`src/rtl/apb_arb_pkg.sv`:
```
// Shared types and helpers for the APB round-robin arbiter.
// Holds the FSM state encoding, the pointer-advance rule and the one-hot decoder.
package apb_arb_pkg;

    typedef enum logic [1:0] {
        IDLE   = 2'd0,
        SETUP  = 2'd1,
        ACCESS = 2'd2
    } arb_state_e;

    // Widest requester vector the one-hot decoder accepts.
    localparam int unsigned MAX_MST = 32;

    // Next round-robin start index; explicit wrap keeps non-power-of-2 counts correct.
    function automatic int unsigned rr_next(input int unsigned idx, input int unsigned n);
        int unsigned nxt;
        nxt = idx + 32'd1;
        if (nxt >= n) begin
            nxt = 32'd0;
        end else begin
            nxt = nxt;
        end
        return nxt;
    endfunction

    function automatic int unsigned onehot_to_bin(input logic [MAX_MST-1:0] oh);
        int unsigned idx;
        idx = 32'd0;
        for (int unsigned i = 0; i < MAX_MST; i++) begin
            if (oh[i]) begin
                idx = idx | i;
            end else begin
                idx = idx;
            end
        end
        return idx;
    endfunction

endpackage

```
`src/rtl/apb_rr_pick.sv`:
```
// Combinational round-robin pick: first request at or above ptr, wrapping.
// Produces a one-hot grant plus a valid flag when any request is present.
module apb_rr_pick
    import apb_arb_pkg::*;
#(
    parameter int N_MST = 2
) (
    input  logic [N_MST-1:0]         req,
    input  logic [$clog2(N_MST)-1:0] ptr,
    output logic [N_MST-1:0]         gnt_oh,
    output logic                     gnt_valid
);

    int unsigned slot_s;
    logic        found_s;

    // Walk the slots in priority order starting at ptr and take the first request.
    always_comb begin
        gnt_oh  = '0;
        found_s = 1'b0;
        slot_s  = 32'd0;
        for (int unsigned k = 0; k < N_MST; k++) begin
            slot_s = 32'(ptr) + k;
            if (slot_s >= N_MST) begin
                slot_s = slot_s - N_MST;
            end else begin
                slot_s = slot_s;
            end
            for (int unsigned i = 0; i < N_MST; i++) begin
                if (!found_s && req[i] && (i == slot_s)) begin
                    gnt_oh[i] = 1'b1;
                    found_s   = 1'b1;
                end else begin
                    found_s = found_s;
                end
            end
        end
        gnt_valid = found_s;
    end

endmodule

```
`src/rtl/apb_rr_arbiter.sv`:
```
// Round-robin arbiter sharing one downstream APB port among N_MST requesters.
// Regenerates SETUP/ACCESS, routes completion to the granted requester, optional watchdog.
module apb_rr_arbiter
    import apb_arb_pkg::*;
#(
    parameter int N_MST          = 2,
    parameter int ADDR_WIDTH     = 32,
    parameter int DATA_WIDTH     = 32,
    parameter int TIMEOUT_CYCLES = 0
) (
    input  logic                          clk_i,
    input  logic                          rst_i,
    input  logic [N_MST*ADDR_WIDTH-1:0]   slv_paddr_i,
    input  logic [N_MST-1:0]              slv_psel_i,
    input  logic [N_MST-1:0]              slv_penable_i,
    input  logic [N_MST-1:0]              slv_pwrite_i,
    input  logic [N_MST*DATA_WIDTH-1:0]   slv_pwdata_i,
    output logic [N_MST-1:0]              slv_pready_o,
    output logic [N_MST*DATA_WIDTH-1:0]   slv_prdata_o,
    output logic [N_MST-1:0]              slv_pslverr_o,
    output logic [ADDR_WIDTH-1:0]         mst_paddr_o,
    output logic                          mst_pwrite_o,
    output logic [DATA_WIDTH-1:0]         mst_pwdata_o,
    output logic                          mst_psel_o,
    output logic                          mst_penable_o,
    input  logic                          mst_pready_i,
    input  logic [DATA_WIDTH-1:0]         mst_prdata_i,
    input  logic                          mst_pslverr_i,
    output logic                          busy_o,
    output logic [$clog2(N_MST)-1:0]      grant_idx_o
);

    localparam int IW = $clog2(N_MST);
    localparam int CW = (TIMEOUT_CYCLES > 1) ? $clog2(TIMEOUT_CYCLES) : 1;
    localparam bit WD_EN = (TIMEOUT_CYCLES > 0);
    localparam logic [CW-1:0] TO_LAST = CW'(TIMEOUT_CYCLES - 1);

    arb_state_e              state_r;
    logic [IW-1:0]           rr_ptr_r;
    logic [IW-1:0]           grant_idx_r;
    logic [CW-1:0]           to_cnt_r;
    logic [ADDR_WIDTH-1:0]   paddr_r;
    logic [DATA_WIDTH-1:0]   pwdata_r;
    logic                    pwrite_r;
    logic                    psel_r;
    logic                    penable_r;
    logic                    busy_r;

    logic [N_MST-1:0]        pick_oh_s;
    logic                    pick_valid_s;
    logic [MAX_MST-1:0]      pick_pad_s;
    logic [IW-1:0]           pick_idx_s;
    logic [ADDR_WIDTH-1:0]   sel_addr_s;
    logic [DATA_WIDTH-1:0]   sel_wdata_s;
    logic                    sel_write_s;
    logic                    timeout_s;
    logic                    done_s;
    logic [DATA_WIDTH-1:0]   rsp_data_s;
    logic                    rsp_err_s;

    apb_rr_pick #(
        .N_MST (N_MST)
    ) u_pick (
        .req       (slv_psel_i),
        .ptr       (rr_ptr_r),
        .gnt_oh    (pick_oh_s),
        .gnt_valid (pick_valid_s)
    );

    // Widen the one-hot pick for the shared decoder.
    always_comb begin
        pick_pad_s              = '0;
        pick_pad_s[N_MST-1:0]   = pick_oh_s;
    end

    assign pick_idx_s = IW'(onehot_to_bin(pick_pad_s));

    // Select the winning requester's transfer attributes for capture.
    always_comb begin
        sel_addr_s  = '0;
        sel_wdata_s = '0;
        sel_write_s = 1'b0;
        for (int i = 0; i < N_MST; i++) begin
            if (pick_oh_s[i]) begin
                sel_addr_s  = slv_paddr_i[i*ADDR_WIDTH +: ADDR_WIDTH];
                sel_wdata_s = slv_pwdata_i[i*DATA_WIDTH +: DATA_WIDTH];
                sel_write_s = slv_pwrite_i[i];
            end else begin
                sel_write_s = sel_write_s;
            end
        end
    end

    // A watchdog expiry completes upstream with an error even though the slave never answered.
    assign timeout_s  = WD_EN && (state_r == ACCESS) && (to_cnt_r == TO_LAST) && !mst_pready_i;
    assign done_s     = (state_r == ACCESS) && (mst_pready_i || timeout_s);
    assign rsp_data_s = timeout_s ? '0 : mst_prdata_i;
    assign rsp_err_s  = timeout_s ? 1'b1 : mst_pslverr_i;

    // Route the completion only to the granted requester; everyone else sees zeros.
    always_comb begin
        slv_pready_o  = '0;
        slv_prdata_o  = '0;
        slv_pslverr_o = '0;
        for (int i = 0; i < N_MST; i++) begin
            if (done_s && (grant_idx_r == IW'(i))) begin
                slv_pready_o[i]                           = 1'b1;
                slv_prdata_o[i*DATA_WIDTH +: DATA_WIDTH]  = rsp_data_s;
                slv_pslverr_o[i]                          = rsp_err_s;
            end else begin
                slv_pready_o[i] = 1'b0;
            end
        end
    end

    // Arbitration FSM with registered downstream phase control and captured attributes.
    always_ff @(posedge clk_i) begin
        if (rst_i) begin
            state_r     <= IDLE;
            rr_ptr_r    <= '0;
            grant_idx_r <= '0;
            to_cnt_r    <= '0;
            paddr_r     <= '0;
            pwdata_r    <= '0;
            pwrite_r    <= 1'b0;
            psel_r      <= 1'b0;
            penable_r   <= 1'b0;
            busy_r      <= 1'b0;
        end else begin
            case (state_r)
                IDLE: begin
                    if (pick_valid_s) begin
                        state_r     <= SETUP;
                        grant_idx_r <= pick_idx_s;
                        paddr_r     <= sel_addr_s;
                        pwdata_r    <= sel_wdata_s;
                        pwrite_r    <= sel_write_s;
                        psel_r      <= 1'b1;
                        penable_r   <= 1'b0;
                        busy_r      <= 1'b1;
                    end else begin
                        state_r <= IDLE;
                    end
                end
                SETUP: begin
                    state_r   <= ACCESS;
                    penable_r <= 1'b1;
                    to_cnt_r  <= '0;
                end
                ACCESS: begin
                    if (done_s) begin
                        state_r   <= IDLE;
                        psel_r    <= 1'b0;
                        penable_r <= 1'b0;
                        busy_r    <= 1'b0;
                        rr_ptr_r  <= IW'(rr_next(32'(grant_idx_r), 32'(N_MST)));
                    end else begin
                        to_cnt_r <= to_cnt_r + CW'(1);
                    end
                end
                default: begin
                    state_r   <= IDLE;
                    psel_r    <= 1'b0;
                    penable_r <= 1'b0;
                    busy_r    <= 1'b0;
                end
            endcase
        end
    end

    assign mst_paddr_o   = paddr_r;
    assign mst_pwdata_o  = pwdata_r;
    assign mst_pwrite_o  = pwrite_r;
    assign mst_psel_o    = psel_r;
    assign mst_penable_o = penable_r;
    assign busy_o        = busy_r;
    assign grant_idx_o   = grant_idx_r;

endmodule
```
`config.mk`:
```
export PLATFORM = sky130hd
export DESIGN_NAME = apb_rr_arbiter
export DESIGN_NICKNAME = d
export VERILOG_FILES = /design/src/rtl/apb_arb_pkg.sv /design/src/rtl/apb_rr_pick.sv /design/src/rtl/apb_rr_arbiter.sv
export SDC_FILE = /design/constraint.sdc
export NUM_CORES = 1
export LEC_CHECK = 0
export BUFFER_PORTS_ARGS = -buffer_cell sky130_fd_sc_hd__buf_2
export CAP_MARGIN = 20
export CELL_PAD_IN_SITES_DETAIL_PLACEMENT = 1
export CELL_PAD_IN_SITES_GLOBAL_PLACEMENT = 1
export CORE_MARGIN = 2
export CORE_UTILIZATION = 29
export DETAILED_ROUTE_END_ITERATION = 16
export GPL_TIMING_DRIVEN = 0
export PLACE_DENSITY_LB_ADDON = 0.1
export SYNTH_ARGS = -nofsm -noshare
export SYNTH_HDL_FRONTEND = slang
export SYNTH_SLANG_ARGS = --single-unit
```
`constraint.sdc`:
```
create_clock -name clk_i -period 3.9 [get_ports clk_i]
set_input_delay 0.585 -clock clk_i [delete_from_list [all_inputs] [get_ports clk_i]]
set_output_delay 0.585 -clock clk_i [all_outputs]
set_load 0.03 [all_outputs]
```
Word-level counts from Yosys, hierarchy flattened. Cells that the tools add are included.

Multiplexer cells: 31. $add $sub $neg: 4. Eq/ne operators: 6. Reduce and logical (&&, ||, !) cells: 20. Bitwise gates (word level): 2. Order comparisons: 3.

Operators by type and width (number): $mux W32 (8); $eq A1 B32 Y1 const A (2); $logic_not A32 Y1 (2); $ge A32 B2 Y1 const B (1); $sub A32 B2 Y32 const B (1); $mux W1 (19); $logic_and A1 B1 Y1 (10); $pmux W1 S3 (2); $pmux W2 S3 (1); $reduce_and A2 Y1 (3); $add A1 B1 Y2 const B (2); $ne A2 B2 Y1 const B (2); $logic_not A1 Y1 (3); $reduce_and A3 Y1 (1); $sub A1 B2 Y3 const B (1); $eq A2 B1 Y1 const B (1); $eq A2 B2 Y1 const B (1); $ge A1 B2 Y1 const B (1); $ge A2 B2 Y1 const B (1); $logic_not A2 Y1 (1); $mux W2 (1); $not A1 Y1 (2).

Register bits: 71. Logic and storage cells: 74. Output and inout port bits: 137.

Logic depth before layout (Yosys ltp). Gate-level depths: netlist of the first run.

Depth after elaboration: 19. Gate-level depth with buffers: 6. Gate-level depth less buffers: 3.

Modules after synthesis. Synthesis of the first run repeated with hierarchy kept, for this count alone.

Cells, all modules: 404. Area, all modules: 3530.9 um2.

Modules (own cells, without submodules): apb_rr_arbiter (instances 1, area each 3505.9 um2, cells an instance 400, sequential area each 1421.4 um2); apb_rr_pick (instances 1, area each 25.0 um2, cells an instance 4, sequential area each 0.0 um2).

Worst setup path before layout of the first run. Ideal clock, no wire load.

Path kind: input port to output port. Start point: input mst_pready_i. End point: output slv_prdata_o[54]. Slack: 1614 ps. Buffers on the path: 1. Arrival time: 1701 ps. Cell stages on the path: 4. Cell sequence: nand3b_1 nor2_1 clkbuf_1 and2_1.

Word-level cells in the longest chain between the ends: 3.

Ends and longest elaborated chain: start: declaration (line apb_rr_arbiter.sv:26) `input logic mst_pready_i,`; $logic_and A1 B1 Y1 (line apb_rr_arbiter.sv:96) `assign done_s = (state_r == ACCESS) && (mst_pready_i || timeout_s);`; $logic_and A1 B1 Y1 (line apb_rr_arbiter.sv:106) `if (done_s && (grant_idx_r == IW'(i))) begin`; $mux W32 (line apb_rr_arbiter.sv:106); end: declaration (line apb_rr_arbiter.sv:19) `output logic [N_MST*DATA_WIDTH-1:0] slv_prdata_o,`.

No other way between the ends.

Final worst setup path of the first run.
Start point: register state_r[0]. End point: output slv_prdata_o[57].

Word-level cells in the longest chain between the ends: 4.

Ends and longest elaborated chain: start: declaration (line apb_rr_arbiter.sv:38) `arb_state_e state_r;`; start signal: assignment (line apb_rr_arbiter.sv:119) `state_r <= IDLE;`; start signal: assignment (line apb_rr_arbiter.sv:133) `state_r <= SETUP;`; start signal: assignment (line apb_rr_arbiter.sv:142) `state_r <= IDLE;`; $eq A2 B2 Y1 (line apb_rr_arbiter.sv:96); $logic_and A1 B1 Y1 (line apb_rr_arbiter.sv:96); $logic_and A1 B1 Y1 (line apb_rr_arbiter.sv:106); $mux W32 (line apb_rr_arbiter.sv:106).

No other way between the ends.

==> impl_results.md, run 1 <==
- # port buffers: around 300
- Final Cell Area: between 5000 and 6000 um2
- Netlist cell types: 27
- RSZ-0062 raised after global routing: false
- Worst Path Arrival: 1.97 ns
- # Max-Cap Violations: 0
- Mapped Avg Cell Area: between 9 and 10 um2
- First-pass GRT wire length: about 25000 um
- Initial Util: a little under 30%
- TNS Setup: 0 ns
- Worst skew pair latency: approximately 0.34 ns
- Fmax: ~0.39 GHz
- Setup-failing EPs final: 0
- Hold-fix buffers, CTS: 0
- Post-Place Cell Area: 5649 um2
- Post-synth EDFFs: 0
- Routed WL: around 16000 um
- Synth Warn #: 0
- Routed wire per std cell: 17.80 um
- Outcome: finished, final reports clean
- Row cnt: 42
- Clock Tree Root: clkbuf_16
- Setup Skew: between 0.005 and 0.006 ns
- Critical Path Start: state_r[0]$_SDFFE_PP0P_
- Crit start category: flop
- Synthesized cell area: 3913 um2
- Routability congestion estimate: between 0.8 and 0.9
- Via Count: 4623
- Post-CTS Setup Bufs: 0
- CTS tree: built
- Critical path class: flop to output port
- Number of CTS-inserted buffers: 9
- Peak VDD IR: 0.0001927 V
- Final #Nets: about 900
- Syn Nets: just under 600
- Critical-path maximum fanout: 10
- DRT iter0 DRCs: about 190
- Number of global-route vias before repair: 4904
- Core footprint: roughly 13000 um2
- Maximum number of pins on one net before global-route repair: 11
- Seq cells post-synth: 71
- # IOs: a little over 300
- Post-synth ARST share: 0%
- Synth-to-Final Area Change: 51.01%
- Antenna Nets Post-Route: 0
- Hold Path Cell Cnt: 2
- Worst-margin pin slew: between 0.7 and 0.8 ns
- Reg-to-reg critical path startpoint: state_r[0]$_SDFFE_PP0P_
- Final Slew Violations: 0
- H-Tree Depth: 3
- DRT Pass-1 Iters: 4
- DR vias/cell: between 5 and 6
- Min Tclk post-route: 2.554 ns
- Share of cells above drive strength 1: 52.93%
- R2R setup slack: approximately 2.1 ns
- Endpoint type of the worst setup path: output port
- Dpl hpwl: 12970 um
- Fin. Hold Viols: 0
- Die Y-Extent: between 100 and 150 um
- Leakage: 2.773 nW
- Post-CTS sizing: 0
- Final Util: between 40% and 50%
- Total gr overflow: 0
- Worst slew margin: roughly 52%
- Pwr dens: 406.0 nW/um2
- Period utilisation layout: 65.49%
- Reg2reg path depth: 5
- Req. time, crit path: about 3.3 ns
- # clock sinks: between 70 and 80
- Synth Flop Type: dfxtp_1
- RR Endpoint: mst_pwdata_o[31]$_SDFFE_PP0P_
- Register area share after synthesis: approximately 36%
- DRC violations left: 0
- Die area: 14440 um2
- HP Class: flop to flop
- Clock tree buffer depth: 2
- GRT Overall Usage: 21.94%
- Syn Inst Count: between 400 and 500
- Width of the die: 120.2 um
- Antenna violations before repair: 0
- CP endpoint: slv_prdata_o[57]
- Clock transition at the registers of the reported paths: 0.05 ns
- # diodes: 0
through the flow:
| stage | instances | power, mW | setup WS [ns] | hold slack (ns) |
|---|---|---|---|---|
| floorplan | 415 | 1.392 | 1.614 | 0.4909 |
| global placement | 894 | 1.655 | 1.459 | 0.4806 |
| detailed placement | 894 | 1.679 | 1.419 | 0.5062 |
| CTS | 909 | 2.422 | 1.316 | 0.5200 |
| global route | 909 | 2.510 | 1.158 | 0.5356 |
| finish | 909 | 2.399 | 1.346 | 0.5077 |
layout by cell type (no fill, tap or decap), types with 4 or more instances in the layout:
master / count
and2_1: 66
buf_4: 4
buf_6: 6
clkbuf_1: 41
a211oi_1: 15
clkbuf_16: 9
buf_2: 313
a21oi_1: 70
dfxtp_1: 71
a32oi_1: 65
a211oi_2: 50
Yosys cell counts (2+ instances only):
cell       n  area [um2]
nor2_1     3       11.26
a21oi_1   70       350.3
a32oi_1   65       569.3
a211oi_1  15       112.6
nand2b_1   2       12.51
buf_2     10       50.05
dfxtp_1   71        1421
nand2_1    2       7.510
clkbuf_1  37       138.9
and2_1    66       412.9
a211oi_2  50       625.6
buf_6      6       67.56
buf_4      4       30.03
layer usage:
| metal | track usage, % | wire length, um | up-vias |
|---|---|---|---|
| li1 | - | - | 2233 |
| met1 | 24.23 | 6262 | 2183 |
| met2 | 40.98 | 8526 | 183 |
| met3 | 4.183 | 1011 | 24 |
| met4 | 8.603 | 379 | 0 |
| met5 | 0 | 0 | - |
power by group:
part	internal, mW	switching, mW	total (mW)	leakage, nW
combinational	0.283	0.512	0.794	2.06
clock	0.444	0.300	0.744	0.127
sequential	0.813	0.0471	0.860	0.589
logic make-up after synthesis:
| kind of cell | share of synthesized area, % |
|---|---|
| AO/OA/AOI/OAI | 43.24 |
| AND/OR/NAND/NOR | 12.92 |
| flip-flops | 36.33 |
| buffers and inverters | 7.515 |
critical path, stage by stage, from the launching register on:
cell and delay (ns):
dfxtp_1 0.37, nand3b_1 0.21, nor2_1 0.32, clkbuf_1 0.34, and2_1 0.18, buf_2 0.21
sequential cells by signal (all words and copies together), names as in the netlist:
name / flops
mst_paddr_o: 32
mst_pwdata_o: 32
state_r: 2
busy_o: 1
grant_idx_o: 1
mst_penable_o: 1
mst_pwrite_o: 1
rr_ptr_r: 1
final cells by class:
class,instances,area (um2)
buffer,58,290.3
clock buffer,14,254.0
timing repair buffer,303,1516
multi-input combinational,285,2197
sequential,71,1421
fill,1682,7282
clock inverter,1,5.005
tap,176,220.2
inverter,1,3.754
how the worst min path moves through the flow:
stage | from | to | slack [ns]
after global routing | mst_paddr_o[28]$_SDFFE_PP0P_ | mst_paddr_o[28]$_SDFFE_PP0P_ | 0.54
after floorplan | rr_ptr_r$_SDFFE_PP0P_ | rr_ptr_r$_SDFFE_PP0P_ | 0.49
final | busy_o$_SDFFE_PP0P_ | busy_o$_SDFFE_PP0P_ | 0.51
after CTS | mst_paddr_o[27]$_SDFFE_PP0P_ | mst_paddr_o[27]$_SDFFE_PP0P_ | 0.52
after detailed placement | busy_o$_SDFFE_PP0P_ | busy_o$_SDFFE_PP0P_ | 0.51
after global placement | busy_o$_SDFFE_PP0P_ | busy_o$_SDFFE_PP0P_ | 0.48
Power figures use the tool's default switching activity.
==> run 2, diff against run 1 <==
Settings changed: CORE_UTILIZATION 29 to 25.
Clock period 3.9 ns to 2.32 ns, I/O delays scaled along.
==> run 2 against run 1 <==
- die area rose by 15%
- utilization fell by 5.1 points
- critical path depth did not move
- setup slack got worse by 1.1 ns
==> impl_results.md, run 2 (synthesis results as in run 1) <==
- Outcome: finished, final reports clean
- Routed wire per std cell: 17.95 um (+0.82%)
- Final Cell Area: 6060 um2 (+2.6%)
- Antenna violations before repair: 1 (+1)
- # Max-Cap Violations: 0 (unchanged)
- Crit-path cells: nand3b_1, nor2_2, clkbuf_2, and2_1, buf_2
- Period utilisation layout: 90.63%
- Commonest non-fill, non-tap cell in the layout: buf_2
- # IOs: 307 (unchanged)
- Final WS setup: 0.2174 ns (-1.128 ns)
- Hold-fix buffers, CTS: 0 (unchanged)
- Synth-to-Final Area Change: 54.88%
- Dpl ws: 0.3298 ns (-1.089 ns)
- Die area: 16670 um2 (+15%)
- RSZ-0062 raised after global routing: false
- Worst skew pair latency: 0.34 ns (about the same)
- H-Tree Depth: 3 (unchanged)
- CTS tree: built
- Critical path class: flop to output port
- Die Y-Extent: 129.1 um (+7.4%)
- Share of cells above drive strength 1: 54.50% (+1.6 points)
- Fmax: about 0.48 GHz
- Reg2reg path depth: 5 (unchanged)
- Critical-path maximum fanout: 10 (unchanged)
- Worst slew margin: 46.68% (-4.9 points)
- Crit start category: flop
- Number of global-route vias before repair: 4838 (-1.3%)
- Clock transition at the registers of the reported paths: 0.06 ns (about the same)
- DRT Pass-1 Iters: 4 (unchanged)
- Crit-path slowest cell: dfxtp_1
- Peak VDD IR: 0.0003341 V (+73%)
- Width of the die: 129.1 um (+7.4%)
- Initial Util: 25.64% (-4.0 points)
- DRT iter0 DRCs: 123 (-34%)
- Core footprint: 15260 um2 (+16%)
- Final Slew Violations: 0 (unchanged)
- Maximum number of pins on one net before global-route repair: 14 (+3)
- Routed WL: 16980 um (+4.9%)
- Worst Path Arrival: 1.75 ns (-0.22 ns)
- Row cnt: 45 (+7.1%)
- Pwr dens: 733.4 nW/um2 (+81%)
- Hold Path Cell Cnt: 4 (+2)
- Most frequent cells in the layout: buf_2 (313), dfxtp_1 (71), a21oi_1 (70), and2_1 (66), a32oi_1 (65)
- Via Count: 4628 (+0.11%)
- # clock sinks: 71 (unchanged)
- Endpoint type of the worst setup path: output port
- Req. time, crit path: 1.97 ns (-1.34 ns)
- HP Class: input port to flop
- Fin. Hold Viols: 0 (unchanged)
- Leakage: 2.836 nW (+2.3%)
- Final Util: 39.71% (-5.1 points)
- Dpl hpwl: 13470 um (+3.9%)
- Setup-failing EPs final: 0 (unchanged)
- Clock Tree Root: clkbuf_16
- TNS Setup: 0 ns (unchanged)
- Number of CTS-inserted buffers: 9 (unchanged)
- GRT Overall Usage: 19.90% (-2.0 points)
- First-pass GRT wire length: 25740 um (+2.6%)
- DRC violations left: 0 (unchanged)
- Setup Skew: 0.009598 ns (+0.003846 ns)
- Post-Place Cell Area: 5693 um2 (+0.78%)
- Clock tree buffer depth: 2 (unchanged)
- Final #Nets: 899 (unchanged)
- DR vias/cell: 4.892 (-3.8%)
- CP peak stage delay: 0.44 ns (+0.07 ns)
- Antenna Nets Post-Route: 0 (unchanged)
- Min Tclk post-route: 2.103 ns
- Total gr overflow: 0 (unchanged)
- # port buffers: 303 (unchanged)
- Routability congestion estimate: 0.7735 (-3.7%)
- Worst-margin pin slew: 0.7998 ns (+0.07297 ns)
[run 2: cell count changes in the layout (fill, tap and decap cells not counted)]
cell	previous run	this run
clkbuf_1	41	31
clkbuf_2	0	6
bufinv_16	0	3
inv_6	0	2
clkinv_2	1	0
clkinvlp_4	0	1
diode_2	0	1
nor2_1	3	2
nor2_2	1	2
[run 2: area by class of cell]
type                    count  area [um2]
repair buffers            303        1516
clock inverters             6       115.1
multi-input cells         285        2200
clock buffers              10       239.0
flip-flops and latches     71        1421
inverters                   1       3.754
diodes                      1       2.502
well taps                 211       264.0
fillers                  1889        9199
plain buffers              58       297.8
[run 2: critical path: cells and delay by family (launching register included)]
family / cells / cell delay [ns]
buffers and inverters: 2 / 0.44
DFF: 1 / 0.44
and+or+nand+nor: 3 / 0.53
[run 2: report_power, final]
part	leakage, nW	internal (mW)	switching, mW	total [mW]
clock	0.170	1.09	0.568	1.66
combinational	2.08	0.476	0.866	1.34
sequential	0.589	1.37	0.0804	1.45
total	2.84	2.93	1.51	4.44
[run 2: per-layer routing]
metal	routed length (um)	vias to the layer above	part of all wire, %	global-route usage, %
met5	0	-	0	0
met4	181	0	1.1	4.731
met3	1211	12	7.1	6.441
met2	8963	166	53	37.12
met1	6621	2212	39	21.79
li1	-	2238	-	-
[run 2: final timing paths]
check,end,startpoint,slack [ns]
max,slv_prdata_o[53],state_r[1]$_SDFFE_PP0P_,0.22
min,busy_o$_SDFFE_PP0P_,mst_pready_i,0.35
max reg2reg,mst_paddr_o[10]$_SDFFE_PP0P_,state_r[0]$_SDFFE_PP0P_,0.51
min reg2reg,busy_o$_SDFFE_PP0P_,busy_o$_SDFFE_PP0P_,0.48
[run 2: through the flow]
stage               cells  total power [mW]  hold WS [ns]
global placement      929             2.792        0.4700
global route          945             4.663        0.3705
floorplan             415             2.339        0.4909
finish                946             4.444        0.3527
CTS                   945             4.512        0.3420
detailed placement    929             2.827        0.4840
[run 2: what timing repair did]
item                                    CTS  global route
endpoints found under the setup margin   29            39
gates resized for setup                   1            12
buffers inserted                          0             0
